[src/rtl/dis_pal_pkg.sv]
// dis_pal_pkg: shared types and constants for the PAL display timing block.
//   state_e      - top-level run state (StIdle, StRun)
//   PAL_*        - default progressive-field timing (864 x 312, 720 x 288 active)
//   BAR_COLOURS  - 8 vertical colour bars, 8 bits per channel (R, G, B), used
//                  only when DIS_PAL_TEST_PATTERN_EN is defined
package dis_pal_pkg;

    typedef enum logic [0:0] {
        StIdle = 1'b0,
        StRun  = 1'b1
    } state_e;

    localparam int unsigned PAL_DATA_W   = 24;
    localparam int unsigned PAL_H_TOTAL  = 864;
    localparam int unsigned PAL_H_SYNC   = 64;
    localparam int unsigned PAL_H_START  = 132;
    localparam int unsigned PAL_H_ACTIVE = 720;
    localparam int unsigned PAL_V_TOTAL  = 312;
    localparam int unsigned PAL_V_SYNC   = 3;
    localparam int unsigned PAL_V_START  = 23;
    localparam int unsigned PAL_V_ACTIVE = 288;

    localparam int unsigned NUM_BARS = 8;

    // White, yellow, cyan, green, magenta, red, blue, black.
    localparam logic [23:0] BAR_COLOURS [NUM_BARS] = '{
        24'hFFFFFF, 24'hFFFF00, 24'h00FFFF, 24'h00FF00,
        24'hFF00FF, 24'hFF0000, 24'h0000FF, 24'h000000
    };

endpackage

[src/rtl/dis_pal_hv_cnt.sv]
// dis_pal_hv_cnt: horizontal/vertical counters and region decode.
//   clk, rst   - clock, synchronous active-high reset
//   run        - counters advance while high, held at 0 while low
//   hs_win     - h_cnt < H_SYNC
//   vs_win     - v_cnt < V_SYNC
//   line_act   - v_cnt inside the active lines
//   pix_act    - line_act and h_cnt inside the active pixels
//   rdy_win    - line_act and h_cnt one position ahead of the active pixels
//   frame_end  - last h_cnt of the last line
//   bar_idx    - colour bar under the current pixel (DIS_PAL_TEST_PATTERN_EN only)
module dis_pal_hv_cnt
    import dis_pal_pkg::*;
#(
    parameter int unsigned H_TOTAL  = PAL_H_TOTAL,
    parameter int unsigned H_SYNC   = PAL_H_SYNC,
    parameter int unsigned H_START  = PAL_H_START,
    parameter int unsigned H_ACTIVE = PAL_H_ACTIVE,
    parameter int unsigned V_TOTAL  = PAL_V_TOTAL,
    parameter int unsigned V_SYNC   = PAL_V_SYNC,
    parameter int unsigned V_START  = PAL_V_START,
    parameter int unsigned V_ACTIVE = PAL_V_ACTIVE
) (
    input  logic       clk,
    input  logic       rst,
    input  logic       run,
    output logic       hs_win,
    output logic       vs_win,
    output logic       line_act,
    output logic       pix_act,
    output logic       rdy_win,
    output logic       frame_end
`ifdef DIS_PAL_TEST_PATTERN_EN
    ,
    output logic [2:0] bar_idx
`endif
);

    localparam int unsigned HW = $clog2(H_TOTAL);
    localparam int unsigned VW = $clog2(V_TOTAL);

    localparam logic [HW-1:0] H_LAST      = HW'(H_TOTAL - 1);
    localparam logic [HW-1:0] H_SYNC_END  = HW'(H_SYNC);
    localparam logic [HW-1:0] H_ACT_FIRST = HW'(H_START);
    localparam logic [HW-1:0] H_ACT_LAST  = HW'(H_START + H_ACTIVE - 1);
    localparam logic [HW-1:0] H_RDY_FIRST = HW'(H_START - 1);
    localparam logic [HW-1:0] H_RDY_LAST  = HW'(H_START + H_ACTIVE - 2);
    localparam logic [VW-1:0] V_LAST      = VW'(V_TOTAL - 1);
    localparam logic [VW-1:0] V_SYNC_END  = VW'(V_SYNC);
    localparam logic [VW-1:0] V_ACT_FIRST = VW'(V_START);
    localparam logic [VW-1:0] V_ACT_LAST  = VW'(V_START + V_ACTIVE - 1);

    logic [HW-1:0] h_cnt_q;
    logic [VW-1:0] v_cnt_q;

    always_ff @(posedge clk) begin
        if (rst || !run) begin
            h_cnt_q <= '0;
            v_cnt_q <= '0;
        end else if (h_cnt_q == H_LAST) begin
            h_cnt_q <= '0;
            v_cnt_q <= (v_cnt_q == V_LAST) ? '0 : v_cnt_q + VW'(1);
        end else begin
            h_cnt_q <= h_cnt_q + HW'(1);
        end
    end

    assign hs_win    = h_cnt_q < H_SYNC_END;
    assign vs_win    = v_cnt_q < V_SYNC_END;
    assign line_act  = (v_cnt_q >= V_ACT_FIRST) && (v_cnt_q <= V_ACT_LAST);
    assign pix_act   = line_act && (h_cnt_q >= H_ACT_FIRST) && (h_cnt_q <= H_ACT_LAST);
    // Upstream answers one cycle late, so the request window leads pix_act by one.
    assign rdy_win   = line_act && (h_cnt_q >= H_RDY_FIRST) && (h_cnt_q <= H_RDY_LAST);
    assign frame_end = (h_cnt_q == H_LAST) && (v_cnt_q == V_LAST);

`ifdef DIS_PAL_TEST_PATTERN_EN
    localparam logic [HW-1:0] BAR_W = HW'(H_ACTIVE / NUM_BARS);

    logic [HW-1:0] h_off;
    logic [HW-1:0] bar_full;

    assign h_off    = h_cnt_q - H_ACT_FIRST;
    assign bar_full = h_off / BAR_W;
    // Leftover pixels when H_ACTIVE is not a multiple of 8 stay on the last bar.
    assign bar_idx  = (bar_full > HW'(NUM_BARS - 1)) ? 3'd7 : bar_full[2:0];
`endif

endmodule

[src/rtl/dis_pal_timing.sv]
// dis_pal_timing: PAL progressive field timing generator and pixel sink.
// Pulls pixels from the read-FIFO stage (valid answers ready one cycle later)
// and drives registered sync, data-enable and pixel outputs.
//   clk, rst        - clock, synchronous active-high reset
//   en              - run request; a stop only takes effect at frame end
//   vst_data/valid  - pixel stream from the read-FIFO stage
//   vst_ready       - pixel request, one cycle ahead of each active pixel
//   hsync, vsync    - active-high syncs
//   de, pix         - data enable and pixel (FILL on blanking or underflow)
//   underflow       - sticky: an active pixel found no valid data
//   err_clr         - clears underflow and stray_cnt (a same-cycle event wins)
//   stray_cnt       - valids arriving outside active pixels, saturating at 255
//   running         - high in the run state
//   pattern_sel     - colour bars instead of stream data (DIS_PAL_TEST_PATTERN_EN only)
module dis_pal_timing
    import dis_pal_pkg::*;
#(
    parameter int unsigned       DATA_W   = PAL_DATA_W,
    parameter int unsigned       H_TOTAL  = PAL_H_TOTAL,
    parameter int unsigned       H_SYNC   = PAL_H_SYNC,
    parameter int unsigned       H_START  = PAL_H_START,
    parameter int unsigned       H_ACTIVE = PAL_H_ACTIVE,
    parameter int unsigned       V_TOTAL  = PAL_V_TOTAL,
    parameter int unsigned       V_SYNC   = PAL_V_SYNC,
    parameter int unsigned       V_START  = PAL_V_START,
    parameter int unsigned       V_ACTIVE = PAL_V_ACTIVE,
    parameter logic [DATA_W-1:0] FILL     = '0
) (
    input  logic              clk,
    input  logic              rst,
    input  logic              en,
    input  logic [DATA_W-1:0] vst_data,
    input  logic              vst_valid,
    output logic              vst_ready,
    output logic              hsync,
    output logic              vsync,
    output logic              de,
    output logic [DATA_W-1:0] pix,
    output logic              underflow,
    input  logic              err_clr,
    output logic [7:0]        stray_cnt,
    output logic              running
`ifdef DIS_PAL_TEST_PATTERN_EN
    ,
    input  logic              pattern_sel
`endif
);

    state_e            state_q;
    logic              run;
    logic              hs_win, vs_win, line_act, pix_act, rdy_win, frame_end;
    logic              pat_on;
    logic              pix_act_run, uf_set, stray_set;
    logic [DATA_W-1:0] pix_d;
    logic              underflow_d;
    logic [7:0]        stray_d;

`ifdef DIS_PAL_TEST_PATTERN_EN
    logic [2:0] bar_idx;
    assign pat_on = pattern_sel;
`else
    assign pat_on = 1'b0;
`endif

    assign run     = (state_q == StRun);
    assign running = run;

    dis_pal_hv_cnt #(
        .H_TOTAL  (H_TOTAL),
        .H_SYNC   (H_SYNC),
        .H_START  (H_START),
        .H_ACTIVE (H_ACTIVE),
        .V_TOTAL  (V_TOTAL),
        .V_SYNC   (V_SYNC),
        .V_START  (V_START),
        .V_ACTIVE (V_ACTIVE)
    ) u_hv_cnt (
        .clk       (clk),
        .rst       (rst),
        .run       (run),
        .hs_win    (hs_win),
        .vs_win    (vs_win),
        .line_act  (line_act),
        .pix_act   (pix_act),
        .rdy_win   (rdy_win),
        .frame_end (frame_end)
`ifdef DIS_PAL_TEST_PATTERN_EN
        ,
        .bar_idx   (bar_idx)
`endif
    );

    // line_act is already folded into rdy_win.
    assign vst_ready = run && rdy_win && !pat_on;

    always_comb begin
        pix_act_run = run && pix_act;
        uf_set      = pix_act_run && !vst_valid && !pat_on;
        stray_set   = vst_valid && !pix_act_run;

        pix_d = FILL;
        if (pix_act_run && vst_valid) begin
            pix_d = vst_data;
        end
`ifdef DIS_PAL_TEST_PATTERN_EN
        if (pix_act_run && pat_on) begin
            pix_d = DATA_W'(BAR_COLOURS[bar_idx]);
        end
`endif

        // A new event overrides a coincident clear.
        underflow_d = underflow;
        if (uf_set) begin
            underflow_d = 1'b1;
        end else if (err_clr) begin
            underflow_d = 1'b0;
        end

        stray_d = stray_cnt;
        if (stray_set) begin
            if (err_clr) begin
                stray_d = 8'd1;
            end else if (stray_cnt != 8'hFF) begin
                stray_d = stray_cnt + 8'd1;
            end
        end else if (err_clr) begin
            stray_d = 8'd0;
        end
    end

    always_ff @(posedge clk) begin
        if (rst) begin
            state_q   <= StIdle;
            hsync     <= 1'b0;
            vsync     <= 1'b0;
            de        <= 1'b0;
            pix       <= '0;
            underflow <= 1'b0;
            stray_cnt <= 8'd0;
        end else begin
            case (state_q)
                StIdle: if (en) state_q <= StRun;
                // A mid-field stop request waits for the field to complete.
                StRun:  if (frame_end && !en) state_q <= StIdle;
                default: state_q <= StIdle;
            endcase
            hsync     <= run && hs_win;
            vsync     <= run && vs_win;
            de        <= pix_act_run;
            pix       <= pix_d;
            underflow <= underflow_d;
            stray_cnt <= stray_d;
        end
    end

endmodule

[config.mk]
export PLATFORM = sky130hd
export DESIGN_NAME = dis_pal_timing
export DESIGN_NICKNAME = d
export VERILOG_FILES = /design/src/rtl/dis_pal_pkg.sv /design/src/rtl/dis_pal_hv_cnt.sv /design/src/rtl/dis_pal_timing.sv
export SDC_FILE = /design/constraint.sdc
export NUM_CORES = 1
export LEC_CHECK = 0
export BUFFER_PORTS_ARGS = -buffer_cell sky130_fd_sc_hd__buf_2
export CAP_MARGIN = 20
export CORE_MARGIN = 8
export CORE_UTILIZATION = 40
export DETAILED_ROUTE_END_ITERATION = 16
export PLACE_DENSITY = 0.76
export SYNTH_ARGS = -nofsm -noshare
export SYNTH_HDL_FRONTEND = slang
export SYNTH_HIERARCHICAL = 1
export SYNTH_SLANG_ARGS = --single-unit
[constraint.sdc]
create_clock -name clk -period 2.3 [get_ports clk]
set_input_delay 0.46 -clock clk [delete_from_list [all_inputs] [get_ports clk]]
set_output_delay 0.46 -clock clk [all_outputs]
set_load 0.01 [all_outputs]
# == Yosys cells after proc, flatten, opt, wreduce, memory -nomap -nowiden ==
# Cells that the tools add are included.
# totals
out_inout_bits,38
register_bits,56
# classes
reduce_logical,25
add_sub_neg,3
n_eq_ne,3
n_bitwise,2
n_lt_le_gt_ge,8
n_mux,10
# ops
op,n
2-to-1 mux 8 bit,4
>= comparator 10 x 8 -> 1 bit (second input constant),2
less-or-equal comparator 10 bit (second input constant),2
logical AND 1 bit,14
adder 10 x 1 -> 10 bit (second input constant),1
equality test 10 bit (second input constant),1
less-than comparator 10 x 7 -> 1 bit (second input constant),1
adder 9 x 1 -> 9 bit (second input constant),1
equality test 9 bit (second input constant),1
>= comparator 9 x 5 -> 1 bit (second input constant),1
less-or-equal comparator 9 bit (second input constant),1
less-than comparator 9 x 2 -> 1 bit (second input constant),1
2-to-1 mux 9 bit,1
adder 8 x 1 -> 8 bit (second input constant),1
!= test 8 bit (second input constant),1
nonzero test 2 bit,3
logical NOT 1 bit,4
2-to-1 mux 1 bit,4
OR reduction 2 bit,2
NOT 1 bit,2
one-hot mux 1 bit (2 select lines),1
AND reduction 2 bit,1
logical OR 1 bit,1

# == Longest topological paths before layout ==
# Gate-level depths: netlist of run 1.
# depth
word_depth,9
mapped_depth,10
depth_no_buf,9

# == By module ==
# The synthesis of run 1 kept the hierarchy.
# by_module_without_submodules
module,area_each_um2,instances,cells_each
dis_pal_timing,1325.0,1,117
dis_pal_hv_cnt,1119.8,1,137

# == Worst setup path before layout of run 1 ==
# Ideal clock, no wire load.
# synth_timing
path_type,reg2reg
from,register u_hv_cnt.v_cnt_q[3]
to,register stray_cnt[3]
path_slack_ps,79
t_arrival_ps,2118
t_required_ps,2197
n_path_buf,1
path_stages_with_launch,9
path_cell_list,dfxtp_1 buf_6 or3_4 o211ai_1 nand2_1 nor3_1 a21bo_2 a211oi_1 a2111oi_2
# synth_between
elab_chain_cells,9
word_cells_on_any_way,11
cone_classes,2 x order compare; 1 x mux; 8 x reduce/logical
# synth_lines
item,line_no,source
start: declaration,dis_pal_hv_cnt.sv:53,logic [VW-1:0] v_cnt_q;
start signal: assignment,dis_pal_hv_cnt.sv:61,v_cnt_q <= (v_cnt_q == V_LAST) ? '0 : v_cnt_q + VW'(1);
>= comparator 9 x 5 -> 1 bit / less-or-equal comparator 9 bit (equally long branches),dis_pal_hv_cnt.sv:69,assign line_act = (v_cnt_q >= V_ACT_FIRST) && (v_cnt_q <= V_ACT_LAST);
logical AND 1 bit (*),dis_pal_hv_cnt.sv:69,
logical AND 1 bit (*) (2 in a row),dis_pal_hv_cnt.sv:70,assign pix_act = line_act && (h_cnt_q >= H_ACT_FIRST) && (h_cnt_q <= H_ACT_LAST);
named net pix_act,dis_pal_timing.sv:51,"logic hs_win, vs_win, line_act, pix_act, rdy_win, frame_end;"
logical AND 1 bit (*),dis_pal_timing.sv:97,pix_act_run = run && pix_act;
logical NOT 1 bit (*),dis_pal_timing.sv:99,stray_set = vst_valid && !pix_act_run;
logical AND 1 bit (*),dis_pal_timing.sv:99,
nonzero test 2 bit (no line),-,
AND reduction 2 bit (no line),-,
end signal: assignment,dis_pal_timing.sv:152,stray_cnt <= stray_d;
end: declaration,dis_pal_timing.sv:41,"output logic [7:0] stray_cnt,"
# Mark *: on every way through the listed nets, which the timed path passes. The rest lies on a longest branch.
# A chain may end at the register's enable or synchronous reset.

# == Worst setup path after layout of run 1 ==
# layout_timing
from,register u_hv_cnt.v_cnt_q[8]
to,output port vst_ready
# layout_between
elab_chain_cells,5
word_cells_on_any_way,6
cone_classes,2 x order compare; 4 x reduce/logical
# layout_lines
item,line_no,source
>= comparator 9 x 5 -> 1 bit / less-or-equal comparator 9 bit (equally long branches),dis_pal_hv_cnt.sv:69,
logical AND 1 bit (*),dis_pal_hv_cnt.sv:69,
logical AND 1 bit (*) (2 in a row),dis_pal_hv_cnt.sv:72,assign rdy_win = line_act && (h_cnt_q >= H_RDY_FIRST) && (h_cnt_q <= H_RDY_LAST);
named net rdy_win,dis_pal_timing.sv:51,
logical AND 1 bit (*),dis_pal_timing.sv:94,assign vst_ready = run && rdy_win && !pat_on;
end: declaration,dis_pal_timing.sv:34,"output logic vst_ready,"
# Marks and branches as above.

==> results.txt, run 1 <==
aggregate global-route resource usage = 12.3%
post-synthesis area per instance = 9.65 µm²
PortBufs = 66
Area growth syn-to-layout = 23.7%
Slew Limit Fails = 0
DRT antenna net count = 0
# nets final = 359
Critical Path Sink Type = output port
router iterations before antenna repair = 4
reg2reg setup slack = 110 ps
Post-CTS Hold Buffers = 0
largest net degree at the start of global routing = 25
slowest stage delay, CP = 450 ps
DRC = 0
first-pass GRT wire length = 8840 µm
Avg WL per Cell = 14.5 µm
fin area = 3020 µm²
Worst Setup SP = u_hv_cnt/v_cnt_q[8]$_SDFFE_PP0P_
max cap viols = 0
number of global-route vias before repair = 1942
antenna diode count = 0
Mapped Cells = 253
H-Tree Depth = 2
vias post-DR = 2098
RR Startpoint = u_hv_cnt/v_cnt_q[8]$_SDFFE_PP0P_
Die Span Y = 94.1 µm
CP Launch Type = register
CORE AREA = 5920 µm²
Fill cells = 557
CTS tree = built
skew final = 6.88 ps
fmax = 445 MHz
RePlAce Congestion = 0.901
Final Hold Viols = 0
Tot Pwr = 1.57 mW
Tmin final = 2250 ps
total grt overflow = 0
CTS Buf Count = 5
Period Utilization, post-route = 97.7%
sequential standard cell area = 1150 µm²
Die ar. = 8860 µm²
pwr/cell area = 518 nW/µm²
crit-path cells = nor4_1 -> o21ai_0 -> nand2_1 -> a211oi_2 -> and2_1 -> buf_2
Clock Sinks = 56
mapped cell area = 2440 µm²
HPWL after DPL = 4250 µm
relative slew slack = 69.6%
Worst-Margin Slew = 456 ps
Worst path slowest cell = nor4_1
setup TNS = 0 ps
hold path startpoint = vst_data[15]
CTS Buffer Depth = 2
Req. time, crit path = 1840 ps
Setup CP Type = register to output port
status = completed
Mapped Nets = 287
# IOs = 67
root buf cell = clkbuf_8
Iter 0 DRT Violations = 76
Initial Utilization = 41.2%
die width = 94.1 µm
clk slew on worst S/H paths = 100 ps
Multi-input gate area = 1230 µm²
Placement Rows = 28
P_leak = 1.25 nW
HP Class = input port to register
Cell Area, Placed = 2860 µm²
drt total wl = 5810 µm
Skew-Pair Late Insertion Delay = 300 ps
unrepaired setup endpoints after global routing = true
crit path DAT = 1790 ps
DR vias/cell = 5.23
initial antenna violation count = 0
Syn. warnings = 6
Final setup viols = 0
crit-path max FO = 4
hold slack = 349 ps
VDD IR max = 264 µV
Cell Count, Final, Fillers Out = 401
placed cells = 389
layout cell share with drive strength beyond 1 = 34.0%
==> worst max-delay path: cells and delay by family (launching register included) <==
family                 cells  cell delay, ps
AO/OA/AOI/OAI              2             220
buffers and inverters      1             140
flip-flops                 1             370
AND/OR/NAND/NOR            3             760
==> registers in the layout, indices dropped and copies added, names as in the netlist <==
signal and cells:
de 1, hsync 1, u_hv_cnt/h_cnt_q 10, underflow 1, vsync 1, pix 24
u_hv_cnt/v_cnt_q 9, running 1, stray_cnt 8
==> per-stage QoR <==
| step | worst slack (ps) | utilization, % |
|---|---|---|
| after global placement | 239 | 48.2 |
| after CTS | 2.92 | 50.3 |
| final | 51.9 | 51.0 |
| after detailed placement | 181 | 48.2 |
| after global routing | -95.5 | 51.0 |
| after floorplan | 95.9 | - |
==> worst paths after layout <==
check                              end  depth (start not counted)
max                          vst_ready                          6
max reg2reg  stray_cnt[3]$_SDFFE_PP0P_                          8
min reg2reg     underflow$_SDFFE_PP0P_                          2
min                 pix[15]$_SDFF_PP0_                          2
==> cells in the final DEF (no fill, tap or decap), drive strengths merged, types with 5 or more instances in the layout <==
cell	n
nor4	9
nand4	7
and3	5
xnor2	11
o21ai	7
and2	25
clkbuf	6
nor3	6
buf	77
nand2	18
a21oi	6
nor2	23
ha	5
dfxtp	56
inv	7
nand3	7
==> where the power goes <==
part           internal (mW)  switching (mW)
logic                 0.0325          0.0334
registers              0.968          0.0110
clock network          0.217           0.303
==> area by class of cell <==
| cell class | instances | share of cell area, % |
|---|---|---|
| clock inverters | 2 | 0.539 |
| multi-input cells | 178 | 40.9 |
| inverters | 7 | 0.870 |
| flip-flops and latches | 56 | 38.0 |
| repair buffers | 77 | 14.2 |
| clock buffers | 6 | 2.40 |
| well taps | 75 | 3.11 |
==> repair_timing <==
| item | in CTS | in global routing |
|---|---|---|
| buffers inserted | 1 | 3 |
| setup endpoints to repair | 1 | 1 |
| pin swaps | 2 | 5 |
| resized for setup | 10 | 8 |
==> layer usage <==
metal  GRT usage, %  vias up  wire length, µm
met5              0        -                0
met3           4.16       12              465
met4           4.23        0              104
li1               -     1032                -
met1           13.9      973             2420
met2           21.0       81             2820
Note: power is estimated with default switching activity, not from simulation.
==> run 2, diff against run 1 <==
--- a/config.mk
+++ b/config.mk
@@ -11,6 +11,7 @@
 export CORE_UTILIZATION = 40
 export DETAILED_ROUTE_END_ITERATION = 16
 export PLACE_DENSITY = 0.76
+export SETUP_SLACK_MARGIN = 0.2
 export SYNTH_ARGS = -nofsm -noshare
 export SYNTH_HDL_FRONTEND = slang
 export SYNTH_HIERARCHICAL = 1
==> results.txt, run 2 (synthesis results as in run 1) <==
first-pass GRT wire length = 8940 µm
drt total wl = 5410 µm
DRT antenna net count = 0
Cell Area, Placed = 2830 µm²
router iterations before antenna repair = 6
unrepaired setup endpoints after global routing = true
crit-path max FO = 6
total grt overflow = 0
aggregate global-route resource usage = 12.3%
DRC = 0
initial antenna violation count = 0
Reg2Reg Depth = 7
crit path DAT = 1770 ps
HPWL after DPL = 4080 µm
Core Util, Final = 50.1%
Placement Rows = 28
max cap viols = 0
Avg WL per Cell = 13.7 µm
top flop regs = pix x24, u_hv_cnt/h_cnt_q x10, u_hv_cnt/v_cnt_q x9
Hold EP = pix[2]$_SDFF_PP0_
setup TNS = 0 ps
Die ar. = 8860 µm²
hold slack = 338 ps
DR vias/cell = 5.09
Worst path slowest cell = or3_4
fmax = 448 MHz
Initial Utilization = 41.2%
crit-path cells = or3_4 -> o211ai_1 -> nand2_1 -> a211oi_2 -> and2_1 -> buf_2
vias post-DR = 2004
root buf cell = clkbuf_8
relative slew slack = 72.4%
Most flops, register = pix
P_leak = 1.22 nW
CTS Buffer Depth = 2
CP Launch Type = register
Iter 0 DRT Violations = 43
H-Tree Depth = 2
# nets final = 352
# IOs = 67
largest net degree at the start of global routing = 25
fin area = 2970 µm²
CTS tree = built
Clock Sinks = 56
Worst-Margin Slew = 413 ps
Multi-input gate area = 1260 µm²
max FFs per register = 24
skew final = 11.1 ps
CORE AREA = 5920 µm²
PortBufs = 66
post-CTS repair timing setup buffer count = 0
Die Span Y = 94.1 µm
Slew Limit Fails = 0
pwr/cell area = 541 nW/µm²
die width = 94.1 µm
commonest non-fill, non-tap cell in the layout = buf_2
RePlAce Congestion = 0.961
Final setup viols = 0
Cell Count, Final, Fillers Out = 394
slowest stage delay, CP = 380 ps
most frequent cells in the layout = buf_2 (66), dfxtp_1 (47), and2_1 (25)
reg2reg setup slack = 140 ps
Post-CTS Hold Buffers = 0
clk slew on worst S/H paths = 110 ps
antenna diode count = 0
RR Endpoint = stray_cnt[3]$_SDFFE_PP0P_
Final Hold Viols = 0
status = completed
number of global-route vias before repair = 1947
VDD IR max = 347 µV
Area growth syn-to-layout = 21.6%
HP Class = input port to register
Critical Path Sink Type = output port
Period Utilization, post-route = 97.0%
Tmin final = 2230 ps
hold path depth = 2
CTS Buf Count = 5
hold path startpoint = vst_data[2]
layout cell share with drive strength beyond 1 = 34.2%
Setup CP Type = register to output port
Fill cells = 554
Skew-Pair Late Insertion Delay = 310 ps
sequential standard cell area = 1140 µm²
Req. time, crit path = 1840 ps
placed cells = 386
RR Startpoint = u_hv_cnt/v_cnt_q[6]$_SDFFE_PP0P_
run 2: cell count changes in the layout (fill, tap and decap cells not counted), moves of 2 or more:
| cell | delta |
|---|---|
| buf_4 | -5 |
| dfxtp_2 | +5 |
| dfxtp_4 | -4 |
| inv_6 | +2 |
| nor3_1 | -2 |
| nor3_2 | +2 |
run 2: critical path, delay by kind of cell, from the launching register on:
kind | cells | cell delay (ps)
AOI/OAI and AO/OA | 2 | 340
buffers and inverters | 1 | 120
DFF | 1 | 370
and+or+nand+nor | 3 | 630
run 2: report_power, final:
part           switching (mW)  internal, mW
Sequential             0.0102         0.973
Combinational          0.0328        0.0326
Clock                   0.334         0.223
Total                   0.377          1.23
run 2: worst max path at each step:
| stage | startpoint | end | slack (ps) | depth (start not counted) |
|---|---|---|---|---|
| 3_5_place_dp | u_hv_cnt/v_cnt_q[1]$_SDFFE_PP0P_ | stray_cnt[3]$_SDFFE_PP0P_ | 120 | 8 |
| 6_report | u_hv_cnt/v_cnt_q[6]$_SDFFE_PP0P_ | vst_ready | 70 | 6 |
| 3_3_place_gp | u_hv_cnt/v_cnt_q[6]$_SDFFE_PP0P_ | stray_cnt[3]$_SDFFE_PP0P_ | 210 | 7 |
| 5_1_grt | u_hv_cnt/v_cnt_q[0]$_SDFFE_PP0P_ | vst_ready | -40 | 8 |
| 4_1_cts | u_hv_cnt/v_cnt_q[6]$_SDFFE_PP0P_ | vst_ready | 50 | 6 |
| 2_1_floorplan | u_hv_cnt/v_cnt_q[3]$_SDFFE_PP0P_ | stray_cnt[3]$_SDFFE_PP0P_ | 240 | 8 |
run 2: metrics by stage:
stage,total power [mW],worst slack (ps)
after floorplan,1.04,240
after global placement,1.07,205
after detailed placement,1.07,119
after CTS,1.63,50.9
after global routing,1.68,-35.1
final,1.61,69.5
run 2: what timing repair did:
item                                    4_1_cts  5_1_grt
gates resized for setup                      12        5
endpoints found under the setup margin       27       30
pin swaps                                     1        0
run 2: layout make-up:
type | instances | area share [%]
tap | 75 | 3.16
sequential | 56 | 38.3
clock inverter | 3 | 0.843
timing repair buffer | 70 | 12.1
inverter | 7 | 0.885
clock buffer | 5 | 2.32
multi-input combinational | 178 | 42.4
run 2: routing by layer:
| layer | part of all wire [%] | vias up | global-route usage [%] | routed length, µm |
|---|---|---|---|---|
| li1 | - | 1014 | - | - |
| met1 | 45 | 923 | 14.3 | 2410 |
| met2 | 46 | 58 | 20.4 | 2510 |
| met3 | 7.2 | 9 | 3.20 | 390 |
| met4 | 1.8 | 0 | 6.21 | 100 |
| met5 | 0 | - | 0 | 0 |
==> run 3, diff against run 2 <==
--- a/config.mk
+++ b/config.mk
@@ -8,9 +8,9 @@
 export BUFFER_PORTS_ARGS = -buffer_cell sky130_fd_sc_hd__buf_2
 export CAP_MARGIN = 20
 export CORE_MARGIN = 8
-export CORE_UTILIZATION = 40
+export CORE_UTILIZATION = 47
 export DETAILED_ROUTE_END_ITERATION = 16
-export PLACE_DENSITY = 0.76
+export PLACE_DENSITY = 0.86
 export SETUP_SLACK_MARGIN = 0.2
 export SYNTH_ARGS = -nofsm -noshare
 export SYNTH_HDL_FRONTEND = slang
==> results.txt, run 3 (synthesis results as in run 1) <==
Fill cells = 384
CTS tree = built
clk slew on worst S/H paths = 110 ps
antenna diode count = 0
crit path DAT = 1810 ps
relative slew slack = 67.0%
Iter 0 DRT Violations = 179
CORE AREA = 5070 µm²
crit-path cells = or3_4 -> o211ai_1 -> nand2_1 -> a211oi_2 -> and2_1 -> buf_2
first-pass GRT wire length = 9790 µm
switch share = 24.1%
Avg WL per Cell = 15.9 µm
Most flops, register = pix
router iterations before antenna repair = 4
skew final = 8.37 ps
crit-path leading delay family = simple AND/OR/NAND/NOR gates
Critical Path Sink Type = output port
RR Startpoint = u_hv_cnt/v_cnt_q[6]$_SDFFE_PP0P_
CTS Buffer Depth = 2
Tmin final = 2270 ps
HP Class = input port to register
root buf cell = clkbuf_8
CTS Buf Count = 5
Sequential Power Share = 60.6%
VDD IR max = 265 µV
Core Util, Final = 64.0%
Initial Utilization = 48.1%
crit-path max FO = 2
placed cells = 383
Clock Sinks = 56
DR vias/cell = 5.45
total grt overflow = 0
max FFs per register = 24
layout cell share with drive strength beyond 1 = 43.5%
Area growth syn-to-layout = 33.0%
Final Hold Viols = 0
Final setup viols = 0
RR Endpoint = pix[7]$_SDFF_PP0_
clock share of power = 35.0%
slowest stage delay, CP = 360 ps
Slew Limit Fails = 0
fmax = 441 MHz
CP Depth = 6
commonest non-fill, non-tap cell in the layout = buf_2
pwr/cell area = 497 nW/µm²
most frequent cells in the layout = buf_2 (66), dfxtp_1 (49), and2_4 (23)
vias post-DR = 2195
Setup CP Type = register to output port
Comb power frac = 4.4%
P_leak = 1.36 nW
number of global-route vias before repair = 2074
DRC = 0
hold slack = 352 ps
fin area = 3250 µm²
HPWL after DPL = 4170 µm
Power Internal = 1.22 mW
Cell Count, Final, Fillers Out = 403
CP Launch Type = register
die width = 88.1 µm
unrepaired setup endpoints after global routing = true
Skew-Pair Late Insertion Delay = 310 ps
drt total wl = 6410 µm
Req. time, crit path = 1840 ps
H-Tree Depth = 2
Placement Rows = 26
RePlAce Congestion = 0.896
# nets final = 366
Period Utilization, post-route = 98.5%
# IOs = 67
buffer and inverter count on the worst path = 1
aggregate global-route resource usage = 15.8%
largest net degree at the start of global routing = 20
DRT antenna net count = 0
Worst path slowest cell = dfxtp_4
Hold EP = running$_SDFF_PP0_
top flop regs = pix x24, u_hv_cnt/h_cnt_q x10, u_hv_cnt/v_cnt_q x9
status = completed
Reg2Reg Depth = 11
Worst-Margin Slew = 494 ps
max cap viols = 0
NetSw = 0.389 mW
reg2reg setup slack = 60 ps
PortBufs = 66
Die Span Y = 88.1 µm
hold path startpoint = en
initial antenna violation count = 0
hold path depth = 3
Die ar. = 7760 µm²
Cell Area, Placed = 2850 µm²
==> run 3: metrics by stage <==
stage,worst slack [ps],TNS (ps),power (mW)
after CTS,55.9,0,1.62
after global placement,228,0,1.07
after global routing,-42.5,-360,1.68
after floorplan,240,0,1.04
final,34.9,0,1.61
after detailed placement,103,0,1.08
==> run 3: worst max-delay path by stage <==
stage                                     start                        end  slack (ps)
2_1_floorplan  u_hv_cnt/v_cnt_q[3]$_SDFFE_PP0P_  stray_cnt[3]$_SDFFE_PP0P_         240
3_3_place_gp   u_hv_cnt/v_cnt_q[1]$_SDFFE_PP0P_  stray_cnt[3]$_SDFFE_PP0P_         230
3_5_place_dp   u_hv_cnt/v_cnt_q[1]$_SDFFE_PP0P_  stray_cnt[5]$_SDFFE_PP0P_         100
4_1_cts        u_hv_cnt/v_cnt_q[6]$_SDFFE_PP0P_                  vst_ready          60
5_1_grt        u_hv_cnt/v_cnt_q[6]$_SDFFE_PP0P_          pix[7]$_SDFF_PP0_         -40
6_report       u_hv_cnt/v_cnt_q[6]$_SDFFE_PP0P_                  vst_ready          30
==> run 3: area by class of cell <==
cell class / count / area, µm² / area share, %
sequential: 56 / 1150 / 35.4
tap: 70 / 87.6 / 2.70
timing repair buffer: 84 / 549 / 16.9
clock inverter: 3 / 27.5 / 0.848
multi-input combinational: 178 / 1340 / 41.2
inverter: 7 / 28.8 / 0.887
clock buffer: 5 / 68.8 / 2.12
==> run 3: power by group through the flow <==
stage               Clock [mW]  Combinational, mW  Sequential, mW
floorplan                    0             0.0273            1.01
global placement             0             0.0651            1.01
detailed placement           0             0.0666            1.01
CTS                      0.567             0.0687           0.982
global route             0.622             0.0789           0.980
finish                   0.564             0.0716           0.978
==> run 3: timing repair <==
action	in CTS	in global routing
resized for setup	27	30
hold buffers	0	0
cloned	2	0
buffers inserted	9	1
pin swaps	7	8
endpoints found under the setup margin	27	33
==> run 3: worst register-to-register path, stage by stage, from the launching register on <==
cell and delay, ps:
dfxtp_4 360, or3_4 360, o211ai_1 190, nand2_1 130, buf_6 140, nor3_4 180, nand2_2 120, nor3b_4 240
buf_6 140, buf_6 90, buf_12 100, and2_4 130
==> run 3: metal layers <==
layer  share of wire [%]  up-vias  global-route usage, %  wire [µm]
met5                   0        -                      0          0
met4                 2.3        0                   5.38        150
met3                 8.2       15                   4.13        528
met2                  51       94                   28.8       3280
met1                  38     1044                   17.2       2450
li1                    -     1042                      -          -
